`config.mk`:
```
export PLATFORM = sky130hd
export DESIGN_NAME = jtag_dmi_master
export DESIGN_NICKNAME = d
export VERILOG_FILES = /design/src/rtl/jtag_dmi_master.sv
export SDC_FILE = /design/constraint.sdc
export NUM_CORES = 1
export LEC_CHECK = 0
export CAP_MARGIN = 5
export CORE_UTILIZATION = 35
export DETAILED_ROUTE_END_ITERATION = 8
export DONT_BUFFER_PORTS = 1
export PLACE_DENSITY = 0.48
export SLEW_MARGIN = 20
export SYNTH_ARGS = -nofsm -noshare
export SYNTH_HDL_FRONTEND = slang
export SYNTH_SLANG_ARGS = --single-unit
```
`constraint.sdc`:
```
create_clock -name tclk -period 2.65 [get_ports tclk]
set_clock_uncertainty 0.15 [all_clocks]
set_input_delay 0.53 -clock tclk [delete_from_list [all_inputs] [get_ports tclk]]
set_output_delay 0.53 -clock tclk [all_outputs]
set_load 0.01 [all_outputs]
```
`src/rtl/jtag_dmi_master.sv`:
```
// jtag_dmi_master: turns DMI read/write/nop requests into TMS/TDI bit streams for a JTAG DTM
// and returns the readback data/status taken from TDO. A request runs as an optional IR scan
// (selects DMI), a DMI write scan, an idle wait and nop readback scans that retry while busy.
// Ports: tclk/trst (clock, async active-low reset); req_valid/req_ready/req_op/req_addr/req_data
// (request handshake); rsp_valid/rsp_data/rsp_status (one-cycle response pulse, fields held);
// jtag_tms/jtag_tdi (to DTM, launched on negedge tclk); jtag_tdo (from DTM).
module jtag_dmi_master #(
  parameter int IDLE_CYCLES = 3,
  parameter int MAX_RETRIES = 8,
  parameter int ABITS       = 7
) (
  input  logic             tclk,
  input  logic             trst,
  input  logic             req_valid,
  output logic             req_ready,
  input  logic [1:0]       req_op,
  input  logic [ABITS-1:0] req_addr,
  input  logic [31:0]      req_data,
  output logic             rsp_valid,
  output logic [31:0]      rsp_data,
  output logic [1:0]       rsp_status,
  output logic             jtag_tms,
  output logic             jtag_tdi,
  input  logic             jtag_tdo
);

  localparam int DRLEN   = ABITS + 34;
  localparam int CNT_MAX = (IDLE_CYCLES > DRLEN + 5) ? IDLE_CYCLES : DRLEN + 5;
  localparam int CW      = $clog2(CNT_MAX + 1);
  localparam int RW      = $clog2(MAX_RETRIES + 2);
  localparam logic [5:0] DMI_IR = 6'h11;

  typedef enum logic [3:0] {
    T_TLR, T_RTI, T_SEL_DR, T_CAP_DR, T_SH_DR, T_EX1_DR, T_PAU_DR, T_EX2_DR, T_UPD_DR,
    T_SEL_IR, T_CAP_IR, T_SH_IR, T_EX1_IR, T_PAU_IR, T_EX2_IR, T_UPD_IR
  } tap_t;

  typedef enum logic [2:0] {
    S_RESET_TAP, S_IDLE, S_IR_SCAN, S_DR_WRITE, S_WAIT, S_DR_READ, S_RESPOND
  } state_t;

  function automatic tap_t tap_next(input tap_t s, input logic tms);
    case (s)
      T_TLR:    tap_next = tms ? T_TLR    : T_RTI;
      T_RTI:    tap_next = tms ? T_SEL_DR : T_RTI;
      T_SEL_DR: tap_next = tms ? T_SEL_IR : T_CAP_DR;
      T_CAP_DR: tap_next = tms ? T_EX1_DR : T_SH_DR;
      T_SH_DR:  tap_next = tms ? T_EX1_DR : T_SH_DR;
      T_EX1_DR: tap_next = tms ? T_UPD_DR : T_PAU_DR;
      T_PAU_DR: tap_next = tms ? T_EX2_DR : T_PAU_DR;
      T_EX2_DR: tap_next = tms ? T_UPD_DR : T_SH_DR;
      T_UPD_DR: tap_next = tms ? T_SEL_DR : T_RTI;
      T_SEL_IR: tap_next = tms ? T_TLR    : T_CAP_IR;
      T_CAP_IR: tap_next = tms ? T_EX1_IR : T_SH_IR;
      T_SH_IR:  tap_next = tms ? T_EX1_IR : T_SH_IR;
      T_EX1_IR: tap_next = tms ? T_UPD_IR : T_PAU_IR;
      T_PAU_IR: tap_next = tms ? T_EX2_IR : T_PAU_IR;
      T_EX2_IR: tap_next = tms ? T_UPD_IR : T_SH_IR;
      T_UPD_IR: tap_next = tms ? T_SEL_DR : T_RTI;
      default:  tap_next = T_TLR;
    endcase
  endfunction

  state_t           state, state_n;
  tap_t             tap;
  logic [CW-1:0]    cnt, cnt_n;
  logic [RW-1:0]    retry;
  logic [1:0]       op_q;
  logic [ABITS-1:0] addr_q;
  logic [31:0]      data_q;
  logic             ir_is_dmi;
  logic [DRLEN-1:0] sr, sr_val;
  // Only the status and data fields of the readback are kept; the address echo
  // (last ABITS bits shifted out) is not needed, so capture stops after 34 bits.
  logic [33:0]      cap;
  logic             tms_n, tdi_n, accept, ir_set, sr_load, shift_en, retry_inc, rsp_load;

  always_comb begin
    state_n   = state;
    cnt_n     = cnt + CW'(1);
    tms_n     = 1'b0;
    tdi_n     = 1'b0;
    req_ready = 1'b0;
    rsp_valid = 1'b0;
    accept    = 1'b0;
    ir_set    = 1'b0;
    sr_load   = 1'b0;
    sr_val    = '0;
    shift_en  = 1'b0;
    retry_inc = 1'b0;
    rsp_load  = 1'b0;
    case (state)
      S_RESET_TAP: begin
        // five TMS=1 clocks guarantee Test-Logic-Reset, one TMS=0 lands in Run-Test/Idle
        tms_n = (cnt < CW'(5));
        if (cnt == CW'(5)) begin
          state_n = S_IDLE;
          cnt_n   = '0;
        end
      end
      S_IDLE: begin
        req_ready = 1'b1;
        cnt_n     = '0;
        if (req_valid) begin
          accept  = 1'b1;
          state_n = ir_is_dmi ? S_DR_WRITE : S_IR_SCAN;
        end
      end
      S_IR_SCAN: begin
        tms_n   = (cnt == CW'(0)) || (cnt == CW'(1)) || (cnt == CW'(9)) || (cnt == CW'(10));
        sr_load = (cnt == CW'(0));
        sr_val  = DRLEN'(DMI_IR);
        if (tap == T_SH_IR) begin
          shift_en = 1'b1;
          tdi_n    = sr[0];
        end
        if (cnt == CW'(11)) begin
          ir_set  = 1'b1;
          state_n = S_DR_WRITE;
          cnt_n   = '0;
        end
      end
      S_DR_WRITE, S_DR_READ: begin
        // cnt 0..2 walk to Shift-DR, 3..DRLEN+2 shift (TMS=1 on the last bit), then Update and Idle
        tms_n   = (cnt == CW'(0)) || (cnt == CW'(DRLEN + 2)) || (cnt == CW'(DRLEN + 3));
        sr_load = (cnt == CW'(0));
        sr_val  = (state == S_DR_WRITE) ? {addr_q, data_q, op_q} : {addr_q, 34'h0};
        if (tap == T_SH_DR) begin
          shift_en = 1'b1;
          tdi_n    = sr[0];
        end
        if (cnt == CW'(DRLEN + 4)) begin
          cnt_n = '0;
          if (state == S_DR_WRITE) begin
            state_n = S_WAIT;
          end else if (cap[1:0] == 2'b11 && retry < RW'(MAX_RETRIES)) begin
            retry_inc = 1'b1;
            state_n   = S_WAIT;
          end else begin
            rsp_load = 1'b1;
            state_n  = S_RESPOND;
          end
        end
      end
      S_WAIT: begin
        if (cnt == CW'(IDLE_CYCLES - 1)) begin
          state_n = S_DR_READ;
          cnt_n   = '0;
        end
      end
      S_RESPOND: begin
        rsp_valid = 1'b1;
        state_n   = S_IDLE;
        cnt_n     = '0;
      end
      default: begin
        state_n = S_RESET_TAP;
        cnt_n   = '0;
      end
    endcase
  end

  always_ff @(posedge tclk or negedge trst) begin
    if (!trst) begin
      state      <= S_RESET_TAP;
      cnt        <= '0;
      tap        <= T_TLR;
      retry      <= '0;
      op_q       <= '0;
      addr_q     <= '0;
      data_q     <= '0;
      ir_is_dmi  <= 1'b0;
      sr         <= '0;
      cap        <= '0;
      rsp_data   <= '0;
      rsp_status <= '0;
    end else begin
      state <= state_n;
      cnt   <= cnt_n;
      // shadow TAP follows the TMS value the real TAP samples on this edge
      tap   <= tap_next(tap, jtag_tms);
      if (accept) begin
        op_q   <= req_op;
        addr_q <= req_addr;
        data_q <= req_data;
        retry  <= '0;
      end else if (retry_inc) begin
        retry <= retry + RW'(1);
      end
      if (state == S_RESET_TAP) ir_is_dmi <= 1'b0;
      else if (ir_set)          ir_is_dmi <= 1'b1;
      if (sr_load)       sr <= sr_val;
      else if (shift_en) sr <= {1'b0, sr[DRLEN-1:1]};
      if (tap == T_SH_DR && cnt < CW'(3 + 34)) cap <= {jtag_tdo, cap[33:1]};
      if (rsp_load) begin
        rsp_data   <= cap[33:2];
        rsp_status <= cap[1:0];
      end
    end
  end

  // TMS/TDI change on the falling edge so they are settled at the TAP's rising edge.
  always_ff @(negedge tclk or negedge trst) begin
    if (!trst) begin
      jtag_tms <= 1'b1;
      jtag_tdi <= 1'b0;
    end else begin
      jtag_tms <= tms_n;
      jtag_tdi <= tdi_n;
    end
  end

endmodule

```
# Yosys cells after proc, flatten, opt, wreduce, memory -nomap -nowiden
# Cells that the tools add are included.
# op_classes
n_lt_le_gt_ge,3
n_reduce_logical,19
addsub,2
eq_ne,36
muxes,57
# ops
cell,n
2-to-1 mux 41 bit,2
case mux 41 bit (2 select lines),1
case mux 4 bit (12 select lines),1
2-to-1 mux 34 bit,1
"== test 4 bit, second input constant",8
2-to-1 mux 1 bit,25
2-to-1 mux 4 bit,6
2-to-1 mux 6 bit,4
case mux 6 bit (4 select lines),1
2-to-1 mux 3 bit,7
"== test 6 x 4 -> 1 bit, second input constant",3
"== test 6 bit, second input constant",3
case mux 3 bit (6 select lines),1
"== test 4 x 3 -> 1 bit, second input constant",4
2-to-1 mux 2 bit,5
"!= test 2 bit, second input constant",5
"== test 3 bit, second input constant",3
"== test 4 x 2 -> 1 bit, second input constant",2
"adder 6 x 1 -> 6 bit, second input constant",1
"== test 3 x 2 -> 1 bit, second input constant",2
"== test 6 x 1 -> 1 bit, second input constant",1
"== test 6 x 2 -> 1 bit, second input constant",1
"== test 6 x 3 -> 1 bit, second input constant",1
zero test 6 bit,1
other kinds (17),28
# totals
inputBits,45
ff_bits,170
output_inout_bits,38
elab_cells,131

# Logic depth before layout (Yosys ltp)
# Gate-level depths: netlist (run 1).
# logic_depth
word_depth,8
depth_mapped,8
depth_no_buf,7

==> summary.txt, run 1 <==
Site row count -> 52
Mapped Cells -> 593
Slowest cell on crit path -> dfstp_2
Final wirelength -> 14.6 mm
Most frequent cells in the layout -> dfrtp_1 (168), mux2_2 (109), nand2_1 (54)
HP Class -> in -> async
Proportion of layout cells with a drive suffix above 1 -> 34.5%
Crit path buf inv count -> 1
Post-synth top flop -> dfrtp_1
Post-route DRC -> 0
Initial DRC Count -> 180
Top cell family by delay on the critical path -> flip-flops
HPWL after detailed placement -> 9.06 mm
Max-slew headroom -> 68.0%
CP max stage delay -> 560 ps
Via count -> 4,628
Routed length per placed instance -> 16.1 um
Clock latency on the worst-skew pair -> 440 ps
R2R Setup Slk -> -320 ps
Required time worst endpoint -> 1970 ps
GP Congestion -> 0.772
Clock sinks -> 170
Max IR drop VDD -> 0.384 mV
RSZ-0062 raised after global routing -> yes
Vias per cell -> 5.10
Nets -> 670
Final Hold Viols -> 168
Post-Layout Cell Count -> 907
Cell Area, Synth -> 7260 um2
Starting Density -> 35.8%
Post-Route Setup TNS -> -1370 ps
Die width -> 146 um
Register area share after synthesis -> 58.6%
Reg clk slew, reported paths -> 60 ps
Die H -> 146 um
Placed Cells incl. Taps -> 861
All-Layer GR Usage -> 14.6%
Die footprint -> 21,300 um2
Final ANT Viol Nets -> 0
Clock buffer depth -> 2
Avg Cell Area, Syn -> 12.2 um2
Syn_nets -> 644
CTS root buf -> clkbuf_16
Register area -> 4260 um2
Setup WS post-layout -> -462 ps
# Max-Cap Violations -> 0
Most common library cell in the layout ignoring fill and taps -> dfrtp_1
TritonCTS Buffers -> 17
Type of origin of the critical path -> flop
Hold_ws -> -334 ps
Setup violations, final -> 6
EDFF count, synth -> 0
Worst slew pin tran -> 477 ps
Area occupied by multi-input gates -> 2870 um2
TritonCTS clock tree -> done
Largest net degree at the start of global routing -> 171
Area Growth Syn to Fin -> 17.8%
Pleak -> 3.84 nW
Pwr Total -> 0.00892 W
Worst-path cell chain -> buf_12
Async SR Flop Fraction -> 100%
Filler instances -> 1,915
Pre-antenna DRT Iters -> 4
Initial antenna violation count -> 6
Max Transition Viols Final -> 0
Synth warnings -> 0
Status -> finished with violations
First-pass GRT wire length -> 24.8 mm
Failing checks -> hold timing, setup timing
Crit end category -> output port
Critical path type -> reg -> out
Number of global-route vias before repair -> 4,810
Worst EP arrival -> 2430 ps
Core area -> 20,300 um2
Library cells used by synthesis -> 53
GR Overflow Total -> 0
Max FO, Critical Path -> 2
Power per Cell Area -> 1040 nW/um2
I/O Buffers -> 0
Flip-flop and latch count after synthesis -> 170
Top Ports -> 83
H-tree depth -> 4
[final timing paths]
path / end / cells past startpoint / startpoint
worst max-delay path: jtag_tms / 1 / jtag_tms
max in group asynchronous: jtag_tms / 0 / trst
worst min-delay path: tap[1] / 0 / trst
worst min register to register: sr[33] / 2 / data_q[31]
worst max register to register: tap[1] / 7 / jtag_tms
min in group tclk: addr_q[6] / 1 / req_addr[6]
[repair_timing]
item,4_1_cts,5_1_grt
setup endpoints to repair,7,7
hold endpoints to repair,168,168
pin swaps,4,9
buffers inserted,7,2
gates resized for setup,6,16
[synth_stat cells (4+ instances only)]
library cell / n / area share, %
nor2_1: 23 / 1.2
a32oi_1: 19 / 2.3
and2_1: 4 / 0.34
o21ai_0: 30 / 2.1
clkbuf_1: 13 / 0.67
nand3_1: 23 / 1.6
inv_1: 8 / 0.41
dfrtp_1: 168 / 58
buf_2: 26 / 1.8
a21oi_1: 17 / 1.2
mux2_2: 109 / 17
ha_1: 6 / 1.0
o211ai_1: 16 / 1.7
nand2_1: 55 / 2.8
nor3_1: 7 / 0.48
nor2b_1: 5 / 0.43
nand2b_1: 5 / 0.43
[through the flow]
step           setup slack, ps  hold WS, ps  utilization [%]  area (um2)
4_1_cts                   -482         -368             41.6        8450
5_1_grt                   -494         -365             42.1        8550
2_1_floorplan             -271         84.4                -        7300
3_5_place_dp              -169         98.8             38.4        7800
6_report                  -462         -334             42.1        8550
3_3_place_gp              -132         96.8             38.4        7800
[final cells by class]
| type | count | area share (%) |
|---|---|---|
| timing repair buffer | 51 | 5.48 |
| multi-input combinational | 371 | 33.5 |
| tap | 270 | 3.95 |
| inverter | 7 | 0.307 |
| sequential | 170 | 49.7 |
| clock buffer | 18 | 5.02 |
| clock inverter | 15 | 1.81 |
| antenna | 5 | 0.146 |
[layer usage]
metal / routed length [um] / vias to the layer above / global-route usage (%)
met5: 8 / - / 0
met4: 200 / 2 / 4.90
met3: 1020 / 17 / 6.22
met2: 7100 / 91 / 23.4
met1: 6260 / 2330 / 17.7
li1: - / 2188 / -
[cell families (layout without fill, tap and decap cells)]
family | count (synthesis) | in the layout | share of synthesized area [%]
flip-flops | 170 | 170 | 58.6
AND/OR/NAND/NOR | 142 | 142 | 9.39
multiplexers | 110 | 110 | 17.0
AO/OA/AOI/OAI | 107 | 107 | 9.87
buffers and inverters | 52 | 91 | 3.34
adder cells (fa/ha/maj) | 6 | 6 | 1.03
XOR/XNOR | 6 | 6 | 0.724
other | 0 | 5 | 0
[flip-flops by register name, indices dropped and copies added, names as in the netlist, 3 cells and up]
name	cells
addr_q	7
cap	34
cnt	6
data_q	32
retry	4
rsp_data	32
sr	41
state	3
tap	4
[power by group]
part | switching (W) | internal (W)
clock network | 0.00114 | 0.00126
logic | 0.00138 | 0.00143
registers | 0.000409 | 0.00329
(Power assumes the default switching activity.)
==> run 2: changes to the inputs <==
clock period = 3.88 ns   (was 2.65 ns; I/O delays follow)
==> run 2 against run 1 <==
Net effect:
- the flow still finishes with violations (hold timing, setup timing)
- combinational power shrank 47%
- non-clock buffer count shrank 41
- first-iteration DRC count grew 79%
- global-route usage shrank 0.46 points
- count of clock-buffer cells in the layout is the same
- power shrank 36%
- cell count shrank 4.7%
- critical path depth shrank 1
- sequential power shrank 31%
- sequential cell count is the same
- via count shrank 2.4%
- highest routed layer unchanged
==> summary.txt, run 2 (synthesis gave the netlist of run 1 again) <==
Filler instances -> 1,914 (-0.052%)
Initial DRC Count -> 323 (+79%)
Final cell area excluding filler cells -> 8070 um2 (-5.7%)
Area occupied by multi-input gates -> 2770 um2 (-3.6%)
GR Overflow Total -> 0 (unchanged)
NetSw -> 0.00190 W (-35%)
All-Layer GR Usage -> 14.1% (-0.46 points)
Setup WS post-layout -> -41.4 ps (+421 ps)
Nets -> 629 (-6.1%)
RSZ-0062 raised after global routing -> yes
TritonCTS Buffers -> 17 (unchanged)
Most frequent cells in the layout -> dfrtp_1 (168), mux2_2 (109), nand2_1 (55)
Register area -> 4260 um2 (unchanged)
Pre-CTS WS -> 270 ps (+440 ps)
HP Class -> in -> async
Pre-antenna DRT Iters -> 4 (unchanged)
Post-route DRC -> 0 (unchanged)
Post-CTS sizing -> 0 (-6)
Final ANT Viol Nets -> 0 (unchanged)
Type of origin of the critical path -> flop
Die footprint -> 21,300 um2 (unchanged)
Met1 usage -> 18.0% (+0.26 points)
Final Hold Viols -> 168 (unchanged)
CP endpoint -> jtag_tms
Reg clk slew, reported paths -> 70 ps (about the same)
GP Congestion -> 0.848 (+9.9%)
R2R cell count -> 7 (unchanged)
Most common library cell in the layout ignoring fill and taps -> dfrtp_1
Initial antenna violation count -> 4 (-2)
Top Ports -> 83 (unchanged)
Largest net degree at the start of global routing -> 171 (unchanged)
Proportion of layout cells with a drive suffix above 1 -> 26.6% (-7.9 points)
Largest Register -> sr
Int Power -> 0.00380 W (-36%)
Power per Cell Area -> 706 nW/um2 (-32%)
Critical path type -> reg -> out
Clock buffer depth -> 2 (unchanged)
Die width -> 146 um (unchanged)
Part of the power in registers -> 45.0% (+3.5 points)
Final wirelength -> 14.2 mm (-2.7%)
First-pass GRT wire length -> 23.9 mm (-3.5%)
Pwr Total -> 0.00570 W (-36%)
Core area -> 20,300 um2 (unchanged)
I/O Buffers -> 0 (unchanged)
H-tree depth -> 4 (unchanged)
Die H -> 146 um (unchanged)
CTS root buf -> clkbuf_16
Area Growth Syn to Fin -> 11.1%
Starting Density -> 35.8% (unchanged)
Met2 GRT Util -> 22.2% (-1.2 points)
Number of global-route vias before repair -> 4,619 (-4.0%)
# Max-Cap Violations -> 0 (unchanged)
Max IR drop VDD -> 0.273 mV (-29%)
Routing usage on met3 -> 5.72% (-0.50 points)
Placed inst area -> 7480 um2 (-4.1%)
Most Used Layer, Global Route -> met2
Max Transition Viols Final -> 0 (unchanged)
Required time worst endpoint -> 2950 ps (+980 ps)
Gate power share -> 26.1% (-5.4 points)
R2R Setup Slk -> 270 ps (+590 ps)
Clock network power share -> 28.9% (+1.9 points)
Max-slew headroom -> 32.1% (-36 points)
Max FO, Critical Path -> 8 (+6)
Site row count -> 52 (unchanged)
RR Endpoint -> jtag_tms
Hold_ws -> -102 ps (+232 ps)
CP Launch Point -> jtag_tms
Pleak -> 3.60 nW (-6.3%)
Routed length per placed instance -> 16.4 um (+2.1%)
Failing checks -> hold timing, setup timing
Reg-to-reg critical path startpoint -> cnt[0]
Sw Share -> 33.3% (+0.41 points)
HPWL after detailed placement -> 8.95 mm (-1.2%)
Largest register FFs -> 41 (unchanged)
Worst EP arrival -> 3000 ps (+570 ps)
TritonCTS clock tree -> done
CP Depth -> 0 (-1)
Biggest regs -> sr (41), cap (34)
Worst slew pin tran -> 1020 ps (+542 ps)
Crit end category -> output port
Via count -> 4,519 (-2.4%)
Vias per cell -> 5.23 (+2.5%)
Clock sinks -> 170 (unchanged)
Clock latency on the worst-skew pair -> 420 ps (-20 ps)
Setup violations, final -> 1 (-5)
Status -> finished with violations
==> run 2: changes by cell type in the layout (fill, tap and decap cells not counted), sizes merged <==
cell,change
clkinv,+1
diode,-2
clkinvlp,+1
inv,-2
buf,-41
==> run 2: worst min-delay path by stage <==
stage	start	to	slack, ps	depth (start not counted)
global route	trst	ir_is_dmi	-140	0
global placement	data_q[1]	sr[3]	330	2
CTS	trst	tap[1]	-120	0
floorplan	data_q[31]	sr[33]	300	2
finish	trst	ir_is_dmi	-100	0
detailed placement	data_q[31]	sr[33]	330	2
==> run 2: layer usage <==
metal / share of wire, % / wire [um] / vias up
li1: - / - / 2094
met1: 44 / 6300 / 2282
met2: 47 / 6700 / 114
met3: 6.9 / 976 / 23
met4: 1.2 / 170 / 6
met5: 0.32 / 46 / -
==> run 2: power groups by stage <==
stage | Combinational (W) | Sequential [W] | Clock (W)
6_report | 0.00149 | 0.00256 | 0.00165
5_1_grt | 0.00167 | 0.00264 | 0.00180
4_1_cts | 0.00150 | 0.00257 | 0.00171
3_5_place_dp | 0.00149 | 0.00260 | 0.00000322
3_3_place_gp | 0.00144 | 0.00259 | 0.00000322
2_1_floorplan | 0.00129 | 0.00246 | 0.00000322
==> run 2: final cells by class <==
type	count	share of cell area, %
sequential	170	52.7
multi-input combinational	371	34.3
clock buffer	18	5.32
tap	270	4.19
clock inverter	15	1.97
timing repair buffer	10	1.09
inverter	7	0.326
antenna	3	0.0930
==> run 2: timing repair <==
action,4_1_cts,5_1_grt
endpoints found under the hold margin,168,168
setup endpoints to repair,1,1
buffers inserted,0,0
==> run 2: metrics by stage <==
stage	TNS (ps)	utilization [%]	std cells
floorplan	0	-	593
global placement	0	36.8	829
detailed placement	0	36.8	829
CTS	-72.6	39.7	861
global route	-114	39.7	861
finish	-41.4	39.7	864
==> run 3: changes to the inputs <==
RECOVER_POWER = 50   (was default)
==> run 3 against run 2 <==
Net effect:
- hold slack unchanged
- count of clock-buffer cells in the layout is the same
- sequential power barely moved
- clock power barely moved
- routed wire length about the same
- sequential cell count unchanged
- the run still ends with hold timing, setup timing left
- register-to-register slack about the same
- critical endpoint unchanged
- worst setup slack hardly changed
==> summary.txt, run 3 (synthesis gave the netlist of run 1 again) <==
Status -> finished with violations
Failing checks -> hold timing, setup timing
Die width -> 146 um (unchanged)
Final cell area excluding filler cells -> 8070 um2 (about the same)
Highest metal used -> met5
Starting Density -> 35.8% (unchanged)
Clock sinks -> 170 (unchanged)
Die H -> 146 um (unchanged)
Pre-CTS WS -> 270 ps (unchanged)
Final wirelength -> 14.2 mm (about the same)
Largest Register -> sr
GR Overflow Total -> 0 (unchanged)
Max FO, Critical Path -> 8 (unchanged)
Site row count -> 52 (unchanged)
Post-Route Setup TNS -> -41.5 ps (-0.0297 ps)
HPWL after detailed placement -> 8.95 mm (unchanged)
Via count -> 4,520 (+0.022%)
Proportion of layout cells with a drive suffix above 1 -> 26.4% (-0.17 points)
Initial antenna violation count -> 4 (unchanged)
Worst EP arrival -> 3000 ps (about the same)
Largest net degree at the start of global routing -> 171 (unchanged)
Vias per cell -> 5.23 (about the same)
Gate power share -> 26.1% (about the same)
Hold_ws -> -102 ps (unchanged)
Most common library cell in the layout ignoring fill and taps -> dfrtp_1
NetSw -> 0.00190 W (about the same)
CTS root buf -> clkbuf_16
TritonCTS Buffers -> 17 (unchanged)
Setup bufs post-CTS -> 0 (unchanged)
Initial DRC Count -> 323 (unchanged)
Placed inst area -> 7480 um2 (unchanged)
TritonCTS clock tree -> done
Setup WS post-layout -> -41.5 ps (-0.0297 ps)
Pleak -> 3.59 nW (-0.12%)
Die footprint -> 21,300 um2 (unchanged)
Power per Cell Area -> 707 nW/um2 (about the same)
Type of origin of the critical path -> flop
Required time worst endpoint -> 2950 ps (about the same)
HP Class -> in -> async
Wire length on met3 -> 976 um (unchanged)
R2R Setup Slk -> 260 ps (about the same)
Final Hold Viols -> 168 (unchanged)
Final ANT Viol Nets -> 0 (unchanged)
Area occupied by multi-input gates -> 2770 um2 (unchanged)
Int Power -> 0.00380 W (about the same)
H-tree depth -> 4 (unchanged)
Crit end category -> output port
All-Layer GR Usage -> 14.1% (unchanged)
Post-route DRC -> 0 (unchanged)
Setup violations, final -> 1 (unchanged)
Area Growth Syn to Fin -> 11.1% (about the same)
Reg clk slew, reported paths -> 70 ps (about the same)
RSZ-0062 raised after global routing -> yes
CP Launch Point -> jtag_tms
Largest register FFs -> 41 (unchanged)
# Max-Cap Violations -> 0 (unchanged)
Register area -> 4260 um2 (unchanged)
WL met2 -> 6.70 mm (about the same)
Sw Share -> 33.3% (about the same)
Worst slew pin tran -> 1020 ps (unchanged)
Clock network power share -> 28.9% (about the same)
Max Transition Viols Final -> 0 (unchanged)
Number of global-route vias before repair -> 4,619 (unchanged)
Layout Utilization -> 39.7% (about the same)
Nets -> 629 (unchanged)
Max-slew headroom -> 32.1% (unchanged)
Clock buffer depth -> 2 (unchanged)
Filler instances -> 1,916 (+0.10%)
Part of the power in registers -> 45.0% (about the same)
Core area -> 20,300 um2 (unchanged)
Top Ports -> 83 (unchanged)
I/O Buffers -> 0 (unchanged)
Routed length per placed instance -> 16.4 um (about the same)
Clock latency on the worst-skew pair -> 420 ps (about the same)
Most frequent cells in the layout -> dfrtp_1 (168), mux2_2 (109), nand2_1 (55)
Max IR drop VDD -> 0.273 mV (about the same)
Biggest regs -> sr (41), cap (34)
Pre-antenna DRT Iters -> 4 (unchanged)
Reg-to-reg critical path startpoint -> state[2]
GP Congestion -> 0.848 (unchanged)
Critical path type -> reg -> out
First-pass GRT wire length -> 23.9 mm (unchanged)
Metal-1 WL -> 6.31 mm (about the same)
-- run 3: cell count changes in the layout (fill, tap and decap cells not counted), sizes merged --
cell	change
buf	-1
clkbuf	+1
-- run 3: layout make-up --
cell class	instances	share of cell area, %
Clock buffer	18	5.32
Sequential cell	170	52.8
Timing Repair Buffer	10	1.04
Inverter	7	0.326
Multi-Input combinational cell	371	34.3
Clock inverter	15	1.97
Antenna cell	3	0.0931
Tap cell	270	4.19
-- run 3: stage by stage --
step / cells / total power [W]
finish: 864 / 0.00570
global route: 861 / 0.00610
CTS: 861 / 0.00578
detailed placement: 829 / 0.00410
global placement: 829 / 0.00403
floorplan: 593 / 0.00375
-- run 3: power groups by stage --
stage	sequential (W)	clock [W]	combinational, W
finish	0.00256	0.00165	0.00149
global route	0.00264	0.00180	0.00167
CTS	0.00257	0.00171	0.00150
global placement	0.00259	0.00000322	0.00144
detailed placement	0.00260	0.00000322	0.00149
floorplan	0.00246	0.00000322	0.00129
-- run 3: routing by layer --
layer	track usage [%]	up-vias
met5	0	-
met4	4.17	6
met3	5.72	23
met2	22.2	114
met1	18.0	2283
li1	-	2094
-- run 3: timing repair --
| action | in CTS | in global routing |
|---|---|---|
| gates resized for setup | 0 | 0 |
| hold endpoints to repair | 168 | 168 |
| endpoints found under the setup margin | 1 | 1 |
-- run 3: final timing paths --
kind,depth (start not counted),endpoint
max,0,jtag_tms
min,0,ir_is_dmi
max reg2reg,5,jtag_tdi
min reg2reg,2,sr[3]
max in group asynchronous,0,jtag_tdi
min in group tclk,2,sr[3]
